--- src/rtl/atm_session_ctrl.sv ---
// Multi-account ATM session controller: card/PIN authentication with lockout,
// deposit/balance/withdraw menu, per-session withdrawal limit, idle timeout.
module atm_session_ctrl #(
  parameter int               N_ACCT      = 4,
  parameter int               BAL_W       = 16,
  parameter int               PIN_W       = 16,
  parameter logic [PIN_W-1:0] PIN_DEFAULT = 16'h1009,
  parameter int               INIT_BAL    = 5000,
  parameter int               MAX_TRIALS  = 3,
  parameter int               WD_LIMIT    = 2000,
  parameter int               TIMEOUT     = 1000
) (
  input  logic                      clk,
  input  logic                      rst_n,
  input  logic                      card_in,
  input  logic [$clog2(N_ACCT)-1:0] card_id,
  input  logic                      pin_valid,
  input  logic [PIN_W-1:0]          pin,
  input  logic                      op_valid,
  input  logic [1:0]                op,
  input  logic [BAL_W-1:0]          amount,
  output logic                      resp_valid,
  output logic [2:0]                resp_code,
  output logic [BAL_W-1:0]          balance_out,
  output logic [1:0]                state_out,
  output logic                      session_active
);

  localparam int ACCT_W   = $clog2(N_ACCT);
  localparam int TRIALS_W = $clog2(MAX_TRIALS + 1);
  localparam int TMR_W    = $clog2(TIMEOUT + 1);

  localparam logic [BAL_W:0]       WD_LIM     = (BAL_W+1)'(WD_LIMIT);
  localparam logic [BAL_W-1:0]     BAL_INIT   = BAL_W'(INIT_BAL);
  localparam logic [TMR_W-1:0]     TMR_LAST   = TMR_W'(TIMEOUT - 1);
  localparam logic [TRIALS_W-1:0]  TRIALS_MAX = TRIALS_W'(MAX_TRIALS);

  typedef enum logic [1:0] {
    S_IDLE  = 2'd0,
    S_AUTH  = 2'd1,
    S_MENU  = 2'd2,
    S_EJECT = 2'd3
  } state_t;

  typedef enum logic [1:0] {
    OP_DEP  = 2'd0,
    OP_BAL  = 2'd1,
    OP_WD   = 2'd2,
    OP_EXIT = 2'd3
  } op_t;

  typedef enum logic [2:0] {
    RC_OK       = 3'd0,
    RC_BAD_PIN  = 3'd1,
    RC_LOCKED   = 3'd2,
    RC_INSUFF   = 3'd3,
    RC_LIMIT    = 3'd4,
    RC_OVERFLOW = 3'd5,
    RC_TIMEOUT  = 3'd6,
    RC_BYE      = 3'd7
  } resp_t;

  state_t                state, state_d;
  logic [ACCT_W-1:0]     acct, acct_d;
  logic [TRIALS_W-1:0]   trials, trials_d, trials_inc;
  logic [BAL_W-1:0]      wd_sum, wd_sum_d;
  logic [TMR_W-1:0]      tmr, tmr_d;
  logic [N_ACCT-1:0]     lock;
  logic                  lock_set;
  logic [BAL_W-1:0]      bal [N_ACCT];
  logic                  bal_we;
  logic [BAL_W-1:0]      bal_wdata;
  logic [BAL_W-1:0]      cur_bal;
  logic [BAL_W:0]        dep_sum, wd_total;
  logic                  resp_valid_d;
  resp_t                 resp_code_d;
  logic [BAL_W-1:0]      resp_bal_d;

  assign cur_bal    = bal[acct];
  assign dep_sum    = {1'b0, cur_bal} + {1'b0, amount};
  assign wd_total   = {1'b0, wd_sum} + {1'b0, amount};
  assign trials_inc = trials + TRIALS_W'(1);

  // NOTE: every signal gets a default before the case so no path leaves one
  // unassigned; a missing default here would infer a latch.
  always_comb begin
    state_d      = state;
    acct_d       = acct;
    trials_d     = trials;
    wd_sum_d     = wd_sum;
    tmr_d        = '0;
    lock_set     = 1'b0;
    bal_we       = 1'b0;
    bal_wdata    = cur_bal;
    resp_valid_d = 1'b0;
    resp_code_d  = RC_OK;
    resp_bal_d   = cur_bal;

    unique case (state)
      S_IDLE: begin
        if (card_in) begin
          acct_d = card_id;
          if (lock[card_id]) begin
            resp_valid_d = 1'b1;
            resp_code_d  = RC_LOCKED;
            resp_bal_d   = bal[card_id];
            state_d      = S_EJECT;
          end else begin
            trials_d = '0;
            state_d  = S_AUTH;
          end
        end
      end

      S_AUTH: begin
        if (!card_in) begin
          state_d = S_IDLE;
        end else if (tmr == TMR_LAST) begin
          resp_valid_d = 1'b1;
          resp_code_d  = RC_TIMEOUT;
          state_d      = S_EJECT;
        end else if (pin_valid) begin
          resp_valid_d = 1'b1;
          if (pin == PIN_DEFAULT) begin
            trials_d    = '0;
            wd_sum_d    = '0;
            resp_code_d = RC_OK;
            state_d     = S_MENU;
          end else if (trials_inc == TRIALS_MAX) begin
            trials_d    = trials_inc;
            lock_set    = 1'b1;
            resp_code_d = RC_LOCKED;
            state_d     = S_EJECT;
          end else begin
            trials_d    = trials_inc;
            resp_code_d = RC_BAD_PIN;
          end
        end else begin
          tmr_d = tmr + TMR_W'(1);
        end
      end

      S_MENU: begin
        if (!card_in) begin
          state_d = S_IDLE;
        end else if (tmr == TMR_LAST) begin
          resp_valid_d = 1'b1;
          resp_code_d  = RC_TIMEOUT;
          state_d      = S_EJECT;
        end else if (op_valid) begin
          resp_valid_d = 1'b1;
          unique case (op_t'(op))
            OP_DEP: begin
              if (dep_sum[BAL_W]) begin
                resp_code_d = RC_OVERFLOW;
              end else begin
                bal_we      = 1'b1;
                bal_wdata   = dep_sum[BAL_W-1:0];
                resp_bal_d  = dep_sum[BAL_W-1:0];
              end
            end
            OP_BAL: ;
            OP_WD: begin
              // Insufficient funds outranks the session limit.
              if (amount > cur_bal) begin
                resp_code_d = RC_INSUFF;
              end else if (wd_total > WD_LIM) begin
                resp_code_d = RC_LIMIT;
              end else begin
                bal_we     = 1'b1;
                bal_wdata  = cur_bal - amount;
                resp_bal_d = cur_bal - amount;
                wd_sum_d   = wd_total[BAL_W-1:0];
              end
            end
            OP_EXIT: begin
              resp_code_d = RC_BYE;
              state_d     = S_EJECT;
            end
          endcase
        end else begin
          tmr_d = tmr + TMR_W'(1);
        end
      end

      S_EJECT: begin
        if (!card_in) state_d = S_IDLE;
      end
    endcase
  end

  // NOTE: sequential state uses non-blocking assignments so every register
  // samples the pre-edge values computed above, independent of block order.
  always_ff @(posedge clk or negedge rst_n) begin
    if (!rst_n) begin
      state       <= S_IDLE;
      acct        <= '0;
      trials      <= '0;
      wd_sum      <= '0;
      tmr         <= '0;
      lock        <= '0;
      resp_valid  <= 1'b0;
      resp_code   <= '0;
      balance_out <= '0;
      // NOTE: the balance array is deliberately reset; every account must
      // restart at the initial balance, so it cannot map to a plain RAM.
      for (int i = 0; i < N_ACCT; i++) bal[i] <= BAL_INIT;
    end else begin
      state      <= state_d;
      acct       <= acct_d;
      trials     <= trials_d;
      wd_sum     <= wd_sum_d;
      tmr        <= tmr_d;
      resp_valid <= resp_valid_d;
      if (resp_valid_d) begin
        resp_code   <= resp_code_d;
        balance_out <= resp_bal_d;
      end
      if (lock_set) lock[acct] <= 1'b1;
      if (bal_we)   bal[acct]  <= bal_wdata;
    end
  end

  assign state_out      = state;
  assign session_active = (state == S_AUTH) || (state == S_MENU);

endmodule

--- config.mk ---
export PLATFORM = sky130hd
export DESIGN_NAME = atm_session_ctrl
export DESIGN_NICKNAME = d
export VERILOG_FILES = /design/src/rtl/atm_session_ctrl.sv
export SDC_FILE = /design/constraint.sdc
export NUM_CORES = 1
export LEC_CHECK = 0
export CAP_MARGIN = 0
export CORE_MARGIN = 3
export CORE_UTILIZATION = 65
export CTS_CLUSTER_SIZE = 8
export DETAILED_ROUTE_END_ITERATION = 16
export DONT_BUFFER_PORTS = 1
export GPL_ROUTABILITY_DRIVEN = 0
export PLACE_DENSITY = 0.81
export SYNTH_ARGS = -nofsm -noshare
export SYNTH_HDL_FRONTEND = slang
export SYNTH_SLANG_ARGS = --single-unit
export TNS_END_PERCENT = 10
--- constraint.sdc ---
create_clock -name clk -period 8.5 [get_ports clk]
set_input_delay 0.85 -clock clk [delete_from_list [all_inputs] [get_ports clk]]
set_output_delay 0.85 -clock clk [all_outputs]
set_load 0.01 [all_outputs]
==> impl_metrics.env <==
export IMPL_layout_common_cells="100 x dfrtp_1, 86 x nand2_1, 84 x nor2_1"
export IMPL_final_common_cell="dfrtp_1"
export IMPL_drive_gt1_frac=0.162
export IMPL_grtUsageTotal=0.325
export IMPL_fin_crit_sh=0.624
export IMPL_coreArea_sq_um=14000
export IMPL_net_switching_power_uw=882
export IMPL_fin_worst_skew_ns=0.00900
export IMPL_die_area_sq_um=15900
export IMPL_dp_cells=1136
export IMPL_yosysUniqueCellTypes=85
export IMPL_worstHoldPathType="primary input to asynchronous set/reset pin"
export IMPL_cts_sinks=120
export IMPL_vias_per_cell=6.95
export IMPL_yosysTopAreaCell="dfrtp_1"
export IMPL_grt_max_degree=121
export IMPL_drc_errors=0
export IMPL_max_freq_mhz=188
export IMPL_regArea_sq_um=3030
export IMPL_crit_start="acct[0]"
export IMPL_vias=8113
export IMPL_p_sw_frac=0.374
export IMPL_diodes=0
export IMPL_rows=43
export IMPL_clk_pin_slew_ns=0.06
export IMPL_setup_slack_ns=3.19
export IMPL_syn_instance_count=1006
export IMPL_finalHoldViolCount=0
export IMPL_tightest_slew_ns=0.967
export IMPL_clk_latency_ns=0.43
export IMPL_met2WireLength_um=12000
export IMPL_fillCellCount=1032
export IMPL_total_power_mw=2.36
export IMPL_cts_repair_resized=0
export IMPL_syn_avg_cell_area_sq_um=9.34
export IMPL_netlist_area_sq_um=9400
export IMPL_syn_nets=1104
export IMPL_start_kind="flip-flop"
export IMPL_antenna_found_initial=0
export IMPL_fin_cells=1168
export IMPL_routedWlPerCell_um=21.9
export IMPL_wl_met1_um=10500
export IMPL_cp_max_fo=22
export IMPL_cts_max_path_buffers=2
export IMPL_reg2reg_depth=13
export IMPL_fp_dieW_um=126
export IMPL_leakage_nw=4.26
export IMPL_die_h_um=126
export IMPL_combPwrFrac=0.346
export IMPL_rsz0062_at_grt="no"
export IMPL_timing_reg2reg_setup_slack_ns=3.19
export IMPL_synth_edf_count=0
export IMPL_drt_total_wl_um=25600
export IMPL_outcome="finished clean"
export IMPL_hpwl_um=18300
export IMPL_worstReg2RegEnd="bal[37]"
export IMPL_cp_arrival_ns=5.61
export IMPL_wl_met3_um=2100
export IMPL_finalCoreUtilization=0.716
export IMPL_cts_buffers=17
export IMPL_dr_first_iter_drc_count=821
export IMPL_pin_count=64
export IMPL_multiInputGateArea_sq_um=5950
export IMPL_syn_to_final_growth_pct=6.52
export IMPL_drv_slew=0
export IMPL_htree_levels=4
export IMPL_grt_pass1_wl_um=41100
export IMPL_synthArstFlopShare=1.00
export IMPL_power_share_clock=0.317
export IMPL_cts_root_buf="clkbuf_16"
export IMPL_power_density_nw_per_um2=236
export IMPL_yosys_register_bits=120
export IMPL_ys_seq_area_frac=0.322
export IMPL_dp_slack_ns=3.34
export IMPL_period_minus_slack_ns=5.31
export IMPL_ys_top_cells_by_area="dfrtp_1 27%, mux4_2 7.9%, ha_1 7.2%, dfstp_2 5.6%, mux2_2 4.9%"
export IMPL_top_layer_used="met4"
export IMPL_synth_top_area_share=0.266
export IMPL_ys_warn_count=0
export IMPL_worstReg2RegStart="acct[0]"
export IMPL_grt_pass1_vias=7787
export IMPL_antenna_left=0
export IMPL_overflow=0
export IMPL_setup_tns_ns=0
export IMPL_cap_viol_max_count=0
export IMPL_io_buffers=0
export IMPL_critical_path_class="flip-flop to flip-flop"
export IMPL_cts_tree="done"
export IMPL_crit_required_ns=8.80
export IMPL_ir_drop_uv=173
export IMPL_cts_setup_buffers=0
export IMPL_setup_viol=0
export IMPL_dr_pass1_iters=6
export IMPL_hold_buffers=0
export IMPL_final_nets=1073
export IMPL_ys_flop_type="dfrtp_1"
export IMPL_initial_core_util=0.672
export IMPL_p_seq_frac=0.337
export IMPL_endpoint_kind="flip-flop"
export IMPL_power_internal_mw=1.48
export IMPL_maxSlewHeadroom=0.354
-- state kept, by name, summed over array words and instances, names as in the netlist --
| signal | flops |
|---|---|
| bal | 64 |
| balance_out | 16 |
| wd_sum | 16 |
| tmr | 10 |
| lock | 4 |
| resp_code | 3 |
| acct | 2 |
| state_out | 2 |
| trials | 2 |
| resp_valid | 1 |
-- Yosys cell counts (all sizes together) (11+ instances only) --
cell type and count:
inv 45, dfrtp 100, buf 19, a21oi 70, and3 12, ha 54
and2 17, mux4 33, nor2 85, nand3 17, mux2i 11, dfstp 20
nor3 19, nand2 86, clkbuf 37, xnor2 32, or3 11, o211ai 15
mux2 49, o21ai 81
-- layer usage --
layer  global-route usage  up-vias
met4                0.131        0
met3               0.0755       84
met5                    0        -
li1                     -     3681
met1                0.437     3955
met2                0.512      393
-- layout make-up --
| class | count | share of cell area |
|---|---|---|
| clock buffers | 19 | 0.0432 |
| clock inverters | 13 | 0.0167 |
| inverters | 45 | 0.0169 |
| multi-input cells | 785 | 0.594 |
| flip-flops and latches | 120 | 0.302 |
| well taps | 180 | 0.0225 |
| repair buffers | 6 | 0.00450 |
-- power by group through the flow --
stage               combinational (mW)  sequential, mW  clock (mW)
finish                           0.817           0.794       0.749
global route                     0.887           0.804       0.778
CTS                              0.799           0.793       0.750
detailed placement               0.790           0.799           0
global placement                 0.774           0.796           0
floorplan                        0.640           0.759           0
-- worst max-delay path, stage by stage (launching register included) --
cell      delay, ns
dfrtp_1        0.32
buf_4          0.37
mux4_2         0.63
ha_1           0.24
fa_1           0.39
nor2b_1        0.16
or3_1          0.34
a211oi_1       0.35
nor3b_1        0.15
o21ai_1        0.42
nand2_1        0.29
o31ai_4        0.20
and2_0         0.84
mux2_2         0.44
-- kinds of logic after synthesis --
logic type,Yosys count,synth area share
AND/OR/NAND/NOR,299,0.154
AO/OA/AOI/OAI,296,0.212
flip-flops,120,0.322
buffers and inverters,101,0.0459
multiplexers,93,0.151
adder cells (fa/ha/maj),57,0.0783
XOR/XNOR,40,0.0373
-- stage by stage --
step	hold slack, ns	cell area (sq um)
global route	0.102	10000
finish	0.115	10000
CTS	0.109	10000
global placement	0.445	9410
floorplan	0.436	9400
detailed placement	0.450	9410
-- worst max-delay path by stage --
stage / endpoint / slack [ns] / cells after the start
floorplan: bal[10] / 3.85 / 16
global placement: bal[47] / 3.45 / 13
detailed placement: bal[37] / 3.34 / 13
CTS: bal[37] / 3.27 / 13
global route: bal[37] / 2.75 / 13
finish: bal[37] / 3.19 / 13
(Power assumes the default switching activity.)
